==> config.mk <==
export PLATFORM = sky130hd
export DESIGN_NAME = id_stage
export DESIGN_NICKNAME = d
export VERILOG_FILES = /design/src/rtl/pipeline_pkg.sv /design/src/rtl/rv64i_decoder.sv /design/src/rtl/id_stage.sv
export SDC_FILE = /design/constraint.sdc
export NUM_CORES = 1
export LEC_CHECK = 0
export CORE_AREA = 5 5 254 256
export DETAILED_ROUTE_END_ITERATION = 10
export DIE_AREA = 0 0 259 261
export PLACE_DENSITY = 0.53
export SETUP_SLACK_MARGIN = 0.02
export SLEW_MARGIN = 20
export SYNTH_ARGS = -nofsm -noshare
export SYNTH_HDL_FRONTEND = slang
export SYNTH_SLANG_ARGS = --single-unit
==> constraint.sdc <==
create_clock -name clk_i -period 5.55 [get_ports clk_i]
set_input_delay 1.3875 -clock clk_i [delete_from_list [all_inputs] [get_ports clk_i]]
set_output_delay 1.3875 -clock clk_i [all_outputs]
set_load 0.03 [all_outputs]
==> src/rtl/pipeline_pkg.sv <==
// pipeline_pkg: shared ID/EX packet, ALU ops, opcodes and decode helpers for the RV64I core
package pipeline_pkg;
   localparam int RV_XLEN = 64;
   localparam logic [6:0] OP_LUI    = 7'b0110111;
   localparam logic [6:0] OP_AUIPC  = 7'b0010111;
   localparam logic [6:0] OP_JAL    = 7'b1101111;
   localparam logic [6:0] OP_JALR   = 7'b1100111;
   localparam logic [6:0] OP_BRANCH = 7'b1100011;
   localparam logic [6:0] OP_LOAD   = 7'b0000011;
   localparam logic [6:0] OP_STORE  = 7'b0100011;
   localparam logic [6:0] OP_IMM    = 7'b0010011;
   localparam logic [6:0] OP_IMM32  = 7'b0011011;
   localparam logic [6:0] OP_OP     = 7'b0110011;
   localparam logic [6:0] OP_OP32   = 7'b0111011;
   localparam logic [6:0] OP_FENCE  = 7'b0001111;
   localparam logic [6:0] OP_SYSTEM = 7'b1110011;
   localparam logic [0:0] ST_RUN   = 1'b0;
   localparam logic [0:0] ST_DRAIN = 1'b1;
   typedef enum logic [0:0] {RUN = ST_RUN, DRAIN = ST_DRAIN} id_state_e;
   typedef enum logic [3:0] {
      ALU_ADD, ALU_SUB, ALU_SLL, ALU_SLT, ALU_SLTU, ALU_XOR,
      ALU_SRL, ALU_SRA, ALU_OR, ALU_AND, ALU_LUI, ALU_AUIPC
   } alu_op_e;
   typedef struct packed {
      logic               valid;
      logic [RV_XLEN-1:0] pc;
      logic [RV_XLEN-1:0] imm;
      logic [RV_XLEN-1:0] rs1_data;
      logic [RV_XLEN-1:0] rs2_data;
      logic [4:0]         rs1;
      logic [4:0]         rs2;
      logic [4:0]         rd;
      alu_op_e            alu_op;
      logic               is_word;
      logic               is_load;
      logic               is_store;
      logic               is_branch;
      logic               is_jal;
      logic               is_jalr;
      logic               wb_en;
      logic [1:0]         mem_size;
      logic               mem_unsigned;
      logic               illegal;
   } IDEX_Pipe_t;
   function automatic alu_op_e alu_f3(input logic [2:0] f3, input logic alt);
      case (f3)
         3'd0:    return alt ? ALU_SUB : ALU_ADD;
         3'd1:    return ALU_SLL;
         3'd2:    return ALU_SLT;
         3'd3:    return ALU_SLTU;
         3'd4:    return ALU_XOR;
         3'd5:    return alt ? ALU_SRA : ALU_SRL;
         3'd6:    return ALU_OR;
         default: return ALU_AND;
      endcase
   endfunction
   function automatic logic is_fence_op(input logic [31:0] instr);
      return instr[6:0] == OP_FENCE && instr[14:13] == 2'b00;
   endfunction
endpackage

==> src/rtl/rv64i_decoder.sv <==
// rv64i_decoder: combinational RV64I decode of one instruction word into ID/EX packet fields
module rv64i_decoder
   import pipeline_pkg::*;
(
   input  logic [31:0] instr,
   output IDEX_Pipe_t  pkt,
   output logic        uses_rs1,
   output logic        uses_rs2,
   output logic        is_fence,
   output logic        illegal
);
   logic [6:0] op, f7;
   logic [5:0] f6;
   logic [2:0] f3;
   logic [RV_XLEN-1:0] i_imm, s_imm, b_imm, u_imm, j_imm;
   assign op = instr[6:0];
   assign f3 = instr[14:12];
   assign f6 = instr[31:26];
   assign f7 = instr[31:25];
   assign i_imm = {{52{instr[31]}}, instr[31:20]};
   assign s_imm = {{52{instr[31]}}, instr[31:25], instr[11:7]};
   assign b_imm = {{51{instr[31]}}, instr[31], instr[7], instr[30:25], instr[11:8], 1'b0};
   assign u_imm = {{32{instr[31]}}, instr[31:12], 12'b0};
   assign j_imm = {{43{instr[31]}}, instr[31], instr[19:12], instr[20], instr[30:21], 1'b0};
   always_comb begin
      pkt = '0;
      pkt.rs1 = instr[19:15];
      pkt.rs2 = instr[24:20];
      pkt.rd = instr[11:7];
      pkt.alu_op = ALU_ADD;
      uses_rs1 = 1'b0;
      uses_rs2 = 1'b0;
      is_fence = 1'b0;
      illegal = 1'b0;
      case (op)
         OP_LUI:    begin pkt.imm = u_imm; pkt.alu_op = ALU_LUI; pkt.wb_en = 1'b1; end
         OP_AUIPC:  begin pkt.imm = u_imm; pkt.alu_op = ALU_AUIPC; pkt.wb_en = 1'b1; end
         OP_JAL:    begin pkt.imm = j_imm; pkt.is_jal = 1'b1; pkt.wb_en = 1'b1; end
         OP_JALR:   begin illegal = f3 != 3'd0; pkt.imm = i_imm; pkt.is_jalr = 1'b1; pkt.wb_en = 1'b1; uses_rs1 = 1'b1; end
         OP_BRANCH: begin
            illegal = f3[2:1] == 2'b01;
            pkt.imm = b_imm;
            pkt.is_branch = 1'b1;
            pkt.alu_op = f3[2] ? (f3[1] ? ALU_SLTU : ALU_SLT) : ALU_SUB;
            uses_rs1 = 1'b1;
            uses_rs2 = 1'b1;
         end
         OP_LOAD:   begin
            illegal = f3 == 3'd7;
            pkt.imm = i_imm;
            pkt.is_load = 1'b1;
            pkt.wb_en = 1'b1;
            pkt.mem_size = f3[1:0];
            pkt.mem_unsigned = f3[2];
            uses_rs1 = 1'b1;
         end
         OP_STORE:  begin
            illegal = f3[2];
            pkt.imm = s_imm;
            pkt.is_store = 1'b1;
            pkt.mem_size = f3[1:0];
            uses_rs1 = 1'b1;
            uses_rs2 = 1'b1;
         end
         OP_IMM:    begin
            illegal = (f3 == 3'd1 && f6 != 6'd0) || (f3 == 3'd5 && f6 != 6'd0 && f6 != 6'b010000);
            pkt.imm = i_imm;
            pkt.alu_op = alu_f3(f3, f3 == 3'd5 && instr[30]);
            pkt.wb_en = 1'b1;
            uses_rs1 = 1'b1;
         end
         OP_IMM32:  begin
            illegal = !(f3 == 3'd0 || (f3 == 3'd1 && f7 == 7'd0) || (f3 == 3'd5 && (f7 == 7'd0 || f7 == 7'b0100000)));
            pkt.imm = i_imm;
            pkt.alu_op = alu_f3(f3, f3 == 3'd5 && instr[30]);
            pkt.is_word = 1'b1;
            pkt.wb_en = 1'b1;
            uses_rs1 = 1'b1;
         end
         OP_OP:     begin
            illegal = !(f7 == 7'd0 || (f7 == 7'b0100000 && (f3 == 3'd0 || f3 == 3'd5)));
            pkt.alu_op = alu_f3(f3, instr[30]);
            pkt.wb_en = 1'b1;
            uses_rs1 = 1'b1;
            uses_rs2 = 1'b1;
         end
         OP_OP32:   begin
            illegal = !(((f3 == 3'd0 || f3 == 3'd5) && (f7 == 7'd0 || f7 == 7'b0100000)) || (f3 == 3'd1 && f7 == 7'd0));
            pkt.alu_op = alu_f3(f3, instr[30]);
            pkt.is_word = 1'b1;
            pkt.wb_en = 1'b1;
            uses_rs1 = 1'b1;
            uses_rs2 = 1'b1;
         end
         OP_FENCE:  begin illegal = f3[2:1] != 2'b00; is_fence = f3[2:1] == 2'b00; end
         OP_SYSTEM: illegal = !(instr == 32'h0000_0073 || instr == 32'h0010_0073);
         default:   illegal = 1'b1;
      endcase
      // undecodable words travel down the pipe as a side-effect-free nop
      if (illegal) begin
         pkt = '0;
         uses_rs1 = 1'b0;
         uses_rs2 = 1'b0;
      end
      pkt.illegal = illegal;
   end
endmodule

==> src/rtl/id_stage.sv <==
// id_stage: RV64I decode stage with fetch slot, load-use stall, fence drain and regfile read
module id_stage
   import pipeline_pkg::*;
#(
   parameter int XLEN         = 64,
   parameter int DRAIN_CYCLES = 3
) (
   input  logic                          clk_i,
   input  logic                          rst_ni,
   input  logic                          fetch_valid_i,
   input  logic [XLEN-1:0]               fetch_pc_i,
   input  logic [31:0]                   fetch_instr_i,
   output logic                          fetch_ready_o,
   input  logic                          flush_i,
   input  logic                          ex_is_load_i,
   input  logic [4:0]                    ex_rd_i,
   output logic [4:0]                    rs1_addr_o,
   output logic [4:0]                    rs2_addr_o,
   input  logic [XLEN-1:0]               rs1_data_i,
   input  logic [XLEN-1:0]               rs2_data_i,
   input  logic                          wb_we_i,
   input  logic [4:0]                    wb_rd_i,
   input  logic [XLEN-1:0]               wb_data_i,
   output logic [$bits(IDEX_Pipe_t)-1:0] data_o,
   output logic                          stall_o,
   output logic                          illegal_o,
   output logic [63:0]                   issued_cnt_o
);
   localparam int CW = DRAIN_CYCLES < 2 ? 1 : $clog2(DRAIN_CYCLES + 1);
   id_state_e state;
   logic [CW-1:0] drain_cnt;
   logic slot_valid;
   logic [XLEN-1:0] slot_pc;
   logic [31:0] slot_instr;
   IDEX_Pipe_t dec, pkt;
   logic uses_rs1, uses_rs2, is_fence, dec_illegal, hazard, issue, accept;
   rv64i_decoder u_dec (
      .instr    (slot_instr),
      .pkt      (dec),
      .uses_rs1 (uses_rs1),
      .uses_rs2 (uses_rs2),
      .is_fence (is_fence),
      .illegal  (dec_illegal)
   );
   assign rs1_addr_o = slot_instr[19:15];
   assign rs2_addr_o = slot_instr[24:20];
   assign hazard = ex_is_load_i && ex_rd_i != 5'd0 &&
                   ((uses_rs1 && rs1_addr_o == ex_rd_i) || (uses_rs2 && rs2_addr_o == ex_rd_i));
   assign issue = slot_valid && !hazard && state == RUN && !flush_i && !(is_fence && drain_cnt != '0);
   assign fetch_ready_o = !slot_valid || issue;
   assign accept = fetch_valid_i && fetch_ready_o && !flush_i;
   assign stall_o = slot_valid && !issue;
   assign illegal_o = issue && dec_illegal;
   always_comb begin
      pkt = dec;
      pkt.valid = issue;
      pkt.pc = slot_pc;
      pkt.rs1_data = rs1_addr_o == 5'd0 ? '0 : (wb_we_i && wb_rd_i == rs1_addr_o) ? wb_data_i : rs1_data_i;
      pkt.rs2_data = rs2_addr_o == 5'd0 ? '0 : (wb_we_i && wb_rd_i == rs2_addr_o) ? wb_data_i : rs2_data_i;
   end
   assign data_o = slot_valid ? pkt : '0;
   always_ff @(posedge clk_i or negedge rst_ni) begin
      if (!rst_ni) begin
         state <= RUN;
         drain_cnt <= '0;
         slot_valid <= 1'b0;
         slot_pc <= '0;
         slot_instr <= '0;
         issued_cnt_o <= '0;
      end else begin
         if (flush_i) slot_valid <= 1'b0;
         else if (fetch_ready_o) slot_valid <= fetch_valid_i;
         if (accept) begin
            slot_pc <= fetch_pc_i;
            slot_instr <= fetch_instr_i;
         end
         if (issue) issued_cnt_o <= issued_cnt_o + 64'd1;
         // the drain window starts when the fence is captured, so it issues DRAIN_CYCLES later
         if (flush_i) begin
            state <= RUN;
            drain_cnt <= '0;
         end else if (state == DRAIN) begin
            state <= (drain_cnt <= CW'(1)) ? RUN : DRAIN;
            drain_cnt <= drain_cnt == '0 ? '0 : drain_cnt - CW'(1);
         end else if (accept && is_fence_op(fetch_instr_i)) begin
            state <= DRAIN;
            drain_cnt <= CW'(DRAIN_CYCLES);
         end
      end
   end
endmodule

## Yosys cells after proc, flatten, opt, wreduce, memory -nomap -nowiden

Cells that the tools add are included.

- Bits in registers: 164
- Bits of input ports: 304
- Output and inout port bits: 364
- Word-level logic and storage cells: 149

- Add/sub/neg operators: 2
- Order comparisons: 1
- Eq/ne operators: 30
- Mux-type cells: 41
- Bitwise logic cells: 1
- Reductions and logical operators: 68

Operators by type and width:

| cell | count |
|---|---|
| $pmux W64 S5 | 1 |
| $mux W287 | 1 |
| $mux W64 | 4 |
| $mux W222 | 1 |
| $add A64 B1 Y64 const B | 1 |
| $pmux W4 S7 | 2 |
| $eq A7 B6 Y1 const B | 5 |
| $eq A32 B21 Y1 const B | 1 |
| $eq A32 B7 Y1 const B | 1 |
| $eq A7 B7 Y1 const B | 4 |
| $logic_and A1 B1 Y1 | 25 |
| $mux W1 | 23 |
| $eq A7 B5 Y1 const B | 3 |
| $eq A5 B5 Y1 | 4 |
| $pmux W4 S5 | 1 |
| $eq A7 B4 Y1 const B | 2 |
| $eq A3 B3 Y1 const B | 4 |
| $pmux W1 S11 | 1 |
| $logic_not A5 Y1 | 2 |
| $logic_or A1 B1 Y1 | 10 |
| $mux W2 | 5 |
| $reduce_or A2 Y1 | 5 |
| $logic_not A1 Y1 | 9 |
| $reduce_or A9 Y1 | 1 |
| 20 further kinds | 27 |

## Longest topological paths before layout

Gate-level depths: netlist (run 1).

- Depth after elaboration: 22
- Depth in mapped cells: 11
- Depth with buffers taken out: 7

## Modules after synthesis

Synthesis (run 1) repeated with hierarchy kept, for this count alone.

- Cells, all modules: 1634
- Area total of the unflattened synthesis: 13690.6 um^2

By module, submodules not included:

| module | times used | cells an instance | area each (um^2) | sequential area each (um^2) |
|---|---|---|---|---|
| id_stage | 1 | 1160 | 10064.7 | 4103.9 |
| rv64i_decoder | 1 | 474 | 3626.0 | 0.0 |

## Worst setup path after synthesis (run 1)

OpenSTA, ideal clock, no wires.

- Path kind: flip-flop to output port
- From: register slot_instr[27]
- To: output port data_o[190]
- Data arrival time: 4226 ps
- Data required time: 4163 ps
- Path slack: -64 ps
- Stages on the path, launching flop included: 11
- Buffers on the path: 3
- Cell sequence: dfrtp_1 -> or4_1 -> nor3_2 -> or4b_1 -> a22oi_2 -> and4_1 -> clkbuf_1 -> o31ai_1 -> clkbuf_1 -> nor2_1 -> buf_4

- Cells in the longest elaborated chain, start to end: 8
- Elaborated cells on any way between the ends: 27
- Classes of those cells: eq/ne (4); mux (3); reduce/logical (20)

RTL lines:

| what | RTL line | source |
|---|---|---|
| start: declaration | id_stage.sv:34 | `logic [31:0] slot_instr;` |
| start signal: assignment | id_stage.sv:75 | `slot_instr <= fetch_instr_i;` |
| $eq A7 B6 Y1 / $logic_not A7 Y1 (equally long branches) | rv64i_decoder.sv:73, rv64i_decoder.sv:81, rv64i_decoder.sv:88 |  |
| $logic_or A1 B1 Y1 / $logic_and A1 B1 Y1 (equally long branches) | rv64i_decoder.sv:73, rv64i_decoder.sv:88 |  |
| $logic_and A1 B1 Y1, or another cell as far along | rv64i_decoder.sv:88 | `illegal = !(((f3 == 3'd0 \|\| f3 == 3'd5) && (f7 == 7'd0 \|\| f7 == 7'b0100000)) \|\| (f3 == 3'd1 && f7 == 7'd0));` |
| $logic_or A1 B1 Y1 (on tied branches) | rv64i_decoder.sv:88, rv64i_decoder.sv:73 |  |
| $logic_not A1 Y1 (on tied branches) | rv64i_decoder.sv:88, rv64i_decoder.sv:73 |  |
| $pmux W1 S11 (*) | rv64i_decoder.sv:35 | `case (op)` |
| $mux W222 (*) | rv64i_decoder.sv:100 | `if (illegal) begin` |
| $mux W287 (*) | id_stage.sv:61 | `assign data_o = slot_valid ? pkt : '0;` |
| end: declaration | id_stage.sv:24 | `output logic [$bits(IDEX_Pipe_t)-1:0] data_o,` |

Every way passes the cells marked *; elsewhere a longest branch is shown, timed or not.

## Final worst setup path (run 1)

- From: input port wb_rd_i[2]
- To: output port data_o[146]

- Cells in the longest elaborated chain, start to end: 5

RTL lines:

| what | RTL line | source |
|---|---|---|
| start: declaration | id_stage.sv:22 | `input logic [4:0] wb_rd_i,` |
| $eq A5 B5 Y1 | id_stage.sv:58 | `pkt.rs1_data = rs1_addr_o == 5'd0 ? '0 : (wb_we_i && wb_rd_i == rs1_addr_o) ? wb_data_i : rs1_data_i;` |
| $logic_and A1 B1 Y1 | id_stage.sv:58 |  |
| $mux W64 (2 in a row) | id_stage.sv:58 |  |
| $mux W287 | id_stage.sv:61 |  |

No other way between the ends.

==> results of run 1 <==
[timing repair]
item / CTS / global route
setup endpoints to repair: 18 / 19
gates cloned: 0 / 0
setup buffers: 0 / 1
pin swaps: 0 / 1
resized for setup: 4 / 12
[final cells by class]
cell class | instances | area share [%]
multi-input combinational | 992 | 31.0
timing repair buffer | 723 | 38.8
sequential | 164 | 21.2
tap | 846 | 5.48
clock buffer | 19 | 2.34
inverter | 15 | 0.291
antenna | 30 | 0.389
clock inverter | 13 | 0.505
[layer usage]
layer | vias to the layer above | part of all wire [%] | GRT usage (%)
li1 | 5630 | - | -
met3 | 173 | 7.4 | 5.66
met1 | 6023 | 35 | 20.4
met2 | 631 | 50 | 33.9
met4 | 10 | 7.6 | 15.0
met5 | - | 0.10 | 0
[worst max-delay path: stages]
cell and delay (ns):
clkdlybuf4s50_1 0.50, xor2_1 0.18, nor4_1 0.27, buf_4 0.17, and3_2 0.45, nand2_1 0.10, a21oi_1 0.26, clkdlybuf4s50_1 0.74
[power breakdown]
| part | leakage, nW | switching, mW | total, mW | internal [mW] |
|---|---|---|---|---|
| Combinational | 5.91 | 1.09 | 1.98 | 0.887 |
| Sequential | 2.02 | 0.165 | 1.54 | 1.37 |
| Clock | 0.269 | 0.556 | 1.16 | 0.603 |
[worst paths after layout]
check / endpoint / slack, ns / depth (start not counted)
max reg2reg: slot_pc[3] / 1.17 / 9
max: data_o[146] / 0.09 / 8
min reg2reg: issued_cnt_o[63] / 0.48 / 1
max in group asynchronous: slot_pc[63] / 3.58 / 2
min: issued_cnt_o[63] / 0.48 / 1
min in group asynchronous: issued_cnt_o[60] / 0.94 / 1
[cells by family after synthesis]
group,Yosys count,share of synthesized area (%)
AO/OA/AOI/OAI,195,9.79
XOR/XNOR,84,6.80
adder cells (fa/ha/maj),1,0.116
buffers and inverters,153,7.33
flip-flops,164,38.0
multiplexers,97,10.1
AND/OR/NAND/NOR,615,27.9
[state kept, by name, summed over array words and instances, names as in the netlist]
| name | flops |
|---|---|
| slot_instr | 32 |
| slot_pc | 64 |
| slot_valid | 1 |
| issued_cnt_o | 64 |
| drain_cnt | 2 |
| state | 1 |
[layout by cell type, fill, tap and decap left out, drive strengths merged, types with 11 or more instances in the layout]
cell type,Yosys,final
xnor2,15,15
a21oi,153,153
and2,92,92
dfrtp,164,164
nor2,34,34
nor3b,12,12
nand2,314,314
o21ai,14,14
diode,0,30
nor3,31,31
xor2,69,69
clkdlybuf4s50,0,492
buf,66,220
nor4,35,35
nand3,16,16
nand4,15,15
clkbuf,72,19
mux2,97,97
nor4b,11,11
inv,15,21
[metrics by stage]
| stage | std cells | area, sq um | hold WS [ns] | worst slack (ns) |
|---|---|---|---|---|
| 2_1_floorplan | 1309 | 10800 | 0.471 | 0.417 |
| 3_3_place_gp | 2739 | 18700 | 0.461 | -0.166 |
| 3_5_place_dp | 2739 | 18700 | 0.463 | -0.157 |
| 4_1_cts | 2771 | 19200 | 0.485 | 0.0247 |
| 5_1_grt | 2798 | 19300 | 0.500 | 0.0264 |
| 6_report | 2802 | 19300 | 0.479 | 0.0949 |
==> results.ini, run 1 <==
[status]
status=completed

[die]
die_h_um=261
ios=668
dieArea_sq_mm=0.0676
rows=92
fp.coreArea_sq_mm=0.0623
initial_core_util_pct=17.4
die_x_um=259

[routing]
drc=0
antenna_left=0
vias_per_cell=4.45
wl_um=70300
drtPass1Iterations=5
num_vias=12467
detail_route.wl_per_cell_um=25.1
drt_iter0_drc=799

[clocking]
hold_buffers=0
cts.sinks=164
clock-root-buffer=clkbuf_16
cts_buffers=17
htreeDepth=4
clk_pin_slew_ns=0.07
insertion_delay_ns=0.45
clockBufferDepth=2
cts_tree=done

[synthesis]
synth_ff_type=dfrtp_1
ys_top_cells_by_area=dfrtp_1, nand2_1, mux2_2
synth_top_area_cell=dfrtp_1
synth_top_area_share_pct=38.0
avgSynthCellArea_sq_um=8.26
yosysMostFrequentCell=nand2_1
synth_common_cells=nand2_1, dfrtp_1, a21oi_1
synthDistinctLibCells=56
synth_edf_count=0
yosysWarnings=0
ys_seq_area_share_pct=38.0
async_flop_share_pct=100
syn_inst=1309
syn-num-nets=1614
ys_ff_latch=164
syn_area_sq_mm=0.0108

[final_layout]
final_core_util_pct=31.0
final-seq-area_sq_mm=0.00411
finalNetCount=2218
synthToLayoutAreaGrowth_pct=78.7
drive_above_1_share_pct=19.2
multi_input_area_sq_mm=0.00599
fillCellCount=6627

[timing]
setup_viol_count_final=0
clock.fmax_mhz=183
finalSetupTns_ns=0
fin_crit_ns=5.46
skew_ns=0.00769
worst_pin_slew_ns=1.11
relSlewSlack_pct=25.9
min_period_over_period_pct=98.3
rsz0062_at_grt=false
hold_viol_final=0
drv_slew=0

[global_routing]
globalRouteOverflowTotal=0
antenna_found_initial=49
grtUsageTotal_pct=19.7
grt_max_degree=100
grt_pass1_vias=12875
grt_pass1_wl_um=96300

[power]
total_leakage_power_nw=8.20
ir_drop_mv=0.211
finalPower_mw=4.67
powerDensity_mw_per_mm2=242

[setup_path]
cp-startpoint=wb_rd_i[2]
cp-start-kind=primary input
endpoint_kind=primary output
worst-setup-path-type=primary input to primary output
worstPathRequired_ns=4.16
worstPathMaxFanout=15
critPathArrivalTime_ns=4.07
r2r-start=slot_instr[5]

[hold_path]
hp-start=issued_cnt_o[63]
hold_path.class=register to register

[place]
numPortBuffers=667
gp_routability_congestion=0.952
dp_hpwl_um=58500

[job]
maxCapViolCount=0

Note: power is estimated with default switching activity, not from simulation.
==> run 2, diff against run 1 <==
--- a/config.mk
+++ b/config.mk
@@ -8,6 +8,7 @@
 export CORE_AREA = 5 5 254 256
 export DETAILED_ROUTE_END_ITERATION = 10
 export DIE_AREA = 0 0 259 261
+export MAX_ROUTING_LAYER = met4
 export PLACE_DENSITY = 0.53
 export SETUP_SLACK_MARGIN = 0.02
 export SLEW_MARGIN = 20
==> results.ini, run 2 (synthesis results as in run 1) <==
[setup_path]
endpoint_kind=primary output
cp-start-kind=register
worstPathMaxFanout=5
critPathArrivalTime_ns=4.03
r2r_cells=10
worstPathRequired_ns=4.16
worst-setup-path-type=register to primary output

[final_layout]
layout_commonest_cell=clkdlybuf4s50_1
drive_above_1_share_pct=19.1
final_core_util_pct=31.1
final_cell_mix=clkdlybuf4s50_1, nand2_1, dfrtp_1, buf_4, a21oi_1
largest_registers=issued_cnt_o x64, slot_pc x64, slot_instr x32
finalNetCount=2217
fin_cells=2810
synthToLayoutAreaGrowth_pct=79.3

[clocking]
htreeDepth=4
cts_setup_buffers=0
insertion_delay_ns=0.45
clockBufferDepth=2
cts.sinks=164
cts_buffers=17
clock-root-buffer=clkbuf_16
cts_tree=done
clk_pin_slew_ns=0.07

[timing]
clock.fmax_mhz=184
skew_ns=0.0132
rsz0062_at_grt=true
worst_pin_slew_ns=1.02
min_period_over_period_pct=97.7
fin_crit_ns=5.42
relSlewSlack_pct=31.5
hold_viol_final=0
drv_slew=0
setup_viol_count_final=0

[routing]
drc=0
detail_route.wl_per_cell_um=25.2
antenna_left=0
drtPass1Iterations=5
num_vias=12397
vias_per_cell=4.41
drt_iter0_drc=730
wl_um=70900

[job]
maxCapViolCount=0

[die]
die_x_um=259
dieArea_sq_mm=0.0676
rows=92
die_h_um=261
initial_core_util_pct=17.4
fp.coreArea_sq_mm=0.0623
ios=668

[status]
status=completed

[global_routing]
grt_pass1_wl_um=96300
grt_pass1_vias=12738
globalRouteOverflowTotal=0
grtUsageTotal_pct=20.3
grt_max_degree=99
antenna_found_initial=46

[power]
seqPwrFrac_pct=32.1
combPwrFrac_pct=40.6
p_sw_mw=1.81
p_int_mw=3.00
powerDensity_mw_per_mm2=248
swShare_pct=37.6
clock_power_share_pct=27.3
ir_drop_mv=0.223
total_leakage_power_nw=8.13

[place]
dp.cells=2739
dp_hpwl_um=59100
gp_routability_congestion=0.982
numPortBuffers=667

[hold_path]
hold_path_depth=1
hold_path.class=register to register

[run 2: cell count changes in the layout (fill, tap and decap cells not counted), moves of 2 or more]
cell             delta
clkinv_4            +2
inv_8               +2
dlymetal6s2s_1      -6
clkdlybuf4s50_1     +5
diode_2             +9
clkinvlp_4          -2
bufinv_16           +3
clkinv_2            -4
[run 2: worst max-delay path, stage by stage (launching register included)]
cell and delay [ns]:
dfrtp_1 0.43, or4_1 0.61, nor3_2 0.23, or4b_1 0.50, a22oi_2 0.24, nand4_1 0.32
nor2_1 0.24, and2_1 0.28, clkdlybuf4s50_1 0.75
[run 2: what timing repair did]
item | in CTS | in global routing
setup endpoints to repair | 8 | 9
hold buffers | 0 | 0
endpoints found under the hold margin | 0 | 0
gates resized for setup | 3 | 8
pin swaps | 0 | 0
[run 2: worst paths after layout]
path | endpoint | slack (ns) | startpoint
max in group asynchronous | slot_pc[25] | 3.51 | rst_ni
worst max-delay path | data_o[13] | 0.13 | slot_instr[27]
worst max register to register | slot_pc[62] | 0.92 | slot_instr[5]
worst min register to register | issued_cnt_o[63] | 0.48 | issued_cnt_o[63]
min in group asynchronous | issued_cnt_o[10] | 1.03 | rst_ni
worst min-delay path | issued_cnt_o[63] | 0.48 | issued_cnt_o[63]
[run 2: cell type report]
cell class / instances / area (sq um)
fill: 6625 / 42900
clock buffer: 19 / 453
clock inverter: 13 / 184
timing repair buffer: 722 / 7450
inverter: 15 / 56.3
multi-input combinational: 992 / 5980
tap: 846 / 1060
antenna: 39 / 97.6
sequential: 164 / 4110
[run 2: per-layer routing]
metal	vias to the layer above	track usage, %	share of wire, %	wire [um]
met5	-	-	0	0
met4	0	13.5	5.7	4030
met3	119	6.04	7.5	5290
met2	552	34.5	52	36700
met1	6093	20.3	35	24900
li1	5633	-	-	-
[run 2: power by group through the flow]
stage               Sequential, mW  Combinational [mW]  Clock [mW]
finish                        1.54                1.96        1.31
global route                  1.57                2.06        1.41
CTS                           1.54                1.97        1.37
detailed placement            1.56                1.97           0
global placement              1.56                1.96           0
floorplan                     1.52               0.961           0
[run 2: metrics by stage]
step	total power, mW	setup TNS (ns)	setup slack (ns)	area [sq um]	hold slack, ns
3_3_place_gp	3.51	-1.39	-0.250	18600	0.461
5_1_grt	5.04	0	0.00155	19400	0.497
2_1_floorplan	2.48	0	0.417	10800	0.471
4_1_cts	4.88	0	0.0118	19300	0.480
3_5_place_dp	3.53	-0.233	-0.186	18600	0.467
6_report	4.81	0	0.129	19400	0.481
==> run 3, diff against run 2 <==
==> constraint.sdc (replaced) <==
create_clock -name clk_i -period 5.55 [get_ports clk_i]
set_input_delay 1.11 -clock clk_i [delete_from_list [all_inputs] [get_ports clk_i]]
set_output_delay 1.11 -clock clk_i [all_outputs]
set_load 0.03 [all_outputs]
==> results.ini, run 3 (synthesis results as in run 1) <==
[timing]
worst_slack_ns=0.242
setup_viol_count_final=0
clock.fmax_mhz=188
fin_crit_ns=5.31
worst_pin_slew_ns=0.928
hold_viol_final=0
skew_ns=0.0138
rsz0062_at_grt=false
drv_slew=0
relSlewSlack_pct=37.8
whs_ns=0.496
finalSetupTns_ns=0
min_period_over_period_pct=95.6

[routing]
routed.top_layer=met4
met3_length_um=5080
drt_iter0_drc=950
routed-wl-met2_um=34500
antenna_left=0
wl_um=69400
wl_met1_um=25600
num_vias=12367
vias_per_cell=4.43
drtPass1Iterations=5
detail_route.wl_per_cell_um=24.9
drc=0

[power]
p_int_mw=2.85
seqPwrFrac_pct=33.8
ir_drop_mv=0.219
finalPower_mw=4.65
combPwrFrac_pct=40.8
clock_power_share_pct=25.4
total_leakage_power_nw=7.59
p_sw_mw=1.81
swShare_pct=38.9
powerDensity_mw_per_mm2=245

[clocking]
cts.sinks=164
hold_buffers=0
clockBufferDepth=2
cts_buffers=17
cts_tree=done
htreeDepth=4
clock-root-buffer=clkbuf_16
insertion_delay_ns=0.46
cts_setup_buffers=0
clk_pin_slew_ns=0.07

[global_routing]
antenna_found_initial=46
globalRouteOverflowTotal=0
grt_pass1_wl_um=94600
grt_max_degree=84
grtUsageTotal_pct=19.9
grt_pass1_vias=12705

[die]
ios=668
die_h_um=261
die_x_um=259
dieArea_sq_mm=0.0676
initial_core_util_pct=17.4
fp.coreArea_sq_mm=0.0623
rows=92

[setup_path]
worstPathRequired_ns=4.44
crit_buf_inv=3
worst-setup-path-type=primary input to primary output
crit_top_cell=clkdlybuf4s50_1
critPathArrivalTime_ns=4.20
crit_family=buffers and inverters
cpPeakStageDelay_ns=0.67
crit_chain=clkdlybuf4s50_1 > xnor2_1 > nand3_1 > or4_1 > a211oi_2 > and4_2 > o21ai_0 > inv_1 > clkdlybuf4s50_1
endpoint_kind=primary output
rrSetupSlack_ns=1.83
worstPathMaxFanout=4
cp-start-kind=primary input
slowest_stage=clkdlybuf4s50_1

[place]
numPortBuffers=667
pre_cts_ws_ns=0.130
dp.cells=2722
dp_hpwl_um=56800
gp_routability_congestion=0.967
place_area_sq_mm=0.0183

[final_layout]
final_core_util_pct=30.5
drive_above_1_share_pct=11.8
largest_registers=issued_cnt_o x64, slot_pc x64, slot_instr x32
layout_commonest_cell=clkdlybuf4s50_1
synthToLayoutAreaGrowth_pct=75.9
fin_area_sq_mm=0.0190
fin_cells=2794
final_cell_mix=clkdlybuf4s50_1, nand2_1, dfrtp_1, a21oi_1, and2_1
finalNetCount=2200
multi_input_area_sq_mm=0.00598
fillCellCount=6590
final-seq-area_sq_mm=0.00411

[hold_path]
hold_path.class=register to register

[status]
status=completed

[job]
maxCapViolCount=0

-- run 3: changes by cell type in the layout (fill, tap and decap cells not counted), sizes merged --
cell           before  now
dlygate4sd2         1    0
clkinvlp            1    3
bufinv              3    1
clkbuf             21   19
clkdlybuf4s50     497  625
buf               218   80
clkinv              2    5
dlymetal6s2s        4    0
inv                22   19
diode              39   40
-- run 3: final cells by class --
cell class / count / share of cell area [%]
inverters: 15 / 0.296
flip-flops and latches: 164 / 21.6
clock inverters: 13 / 0.665
well taps: 846 / 5.57
repair buffers: 705 / 37.7
clock buffers: 19 / 2.28
multi-input cells: 992 / 31.4
diodes: 40 / 0.526
-- run 3: final timing paths --
| check | end | startpoint | cells after the start |
|---|---|---|---|
| hold / removal | issued_cnt_o[15] | issued_cnt_o[15] | 1 |
| max in group asynchronous | slot_valid | rst_ni | 2 |
| min in group asynchronous | issued_cnt_o[28] | rst_ni | 1 |
| setup reg to reg | issued_cnt_o[62] | issued_cnt_o[3] | 7 |
| hold reg to reg | issued_cnt_o[15] | issued_cnt_o[15] | 1 |
| setup / recovery | stall_o | ex_rd_i[4] | 9 |
-- run 3: timing repair --
item | in CTS | in global routing
setup endpoints to repair | 1 | 12
pin swaps | 0 | 0
resized for setup | 1 | 2
-- run 3: routing by layer --
layer | GRT usage, % | vias to the layer above
li1 | - | 5611
met1 | 21.3 | 6009
met2 | 33.5 | 631
met3 | 4.93 | 116
met4 | 11.9 | 0
met5 | - | -
-- run 3: power groups by stage --
stage | Sequential [mW] | Clock (mW) | Combinational, mW
after floorplan | 1.52 | 0 | 0.961
after detailed placement | 1.59 | 0 | 1.91
after global placement | 1.58 | 0 | 1.90
after CTS | 1.57 | 1.25 | 1.91
after global routing | 1.60 | 1.29 | 2.00
final | 1.57 | 1.18 | 1.90
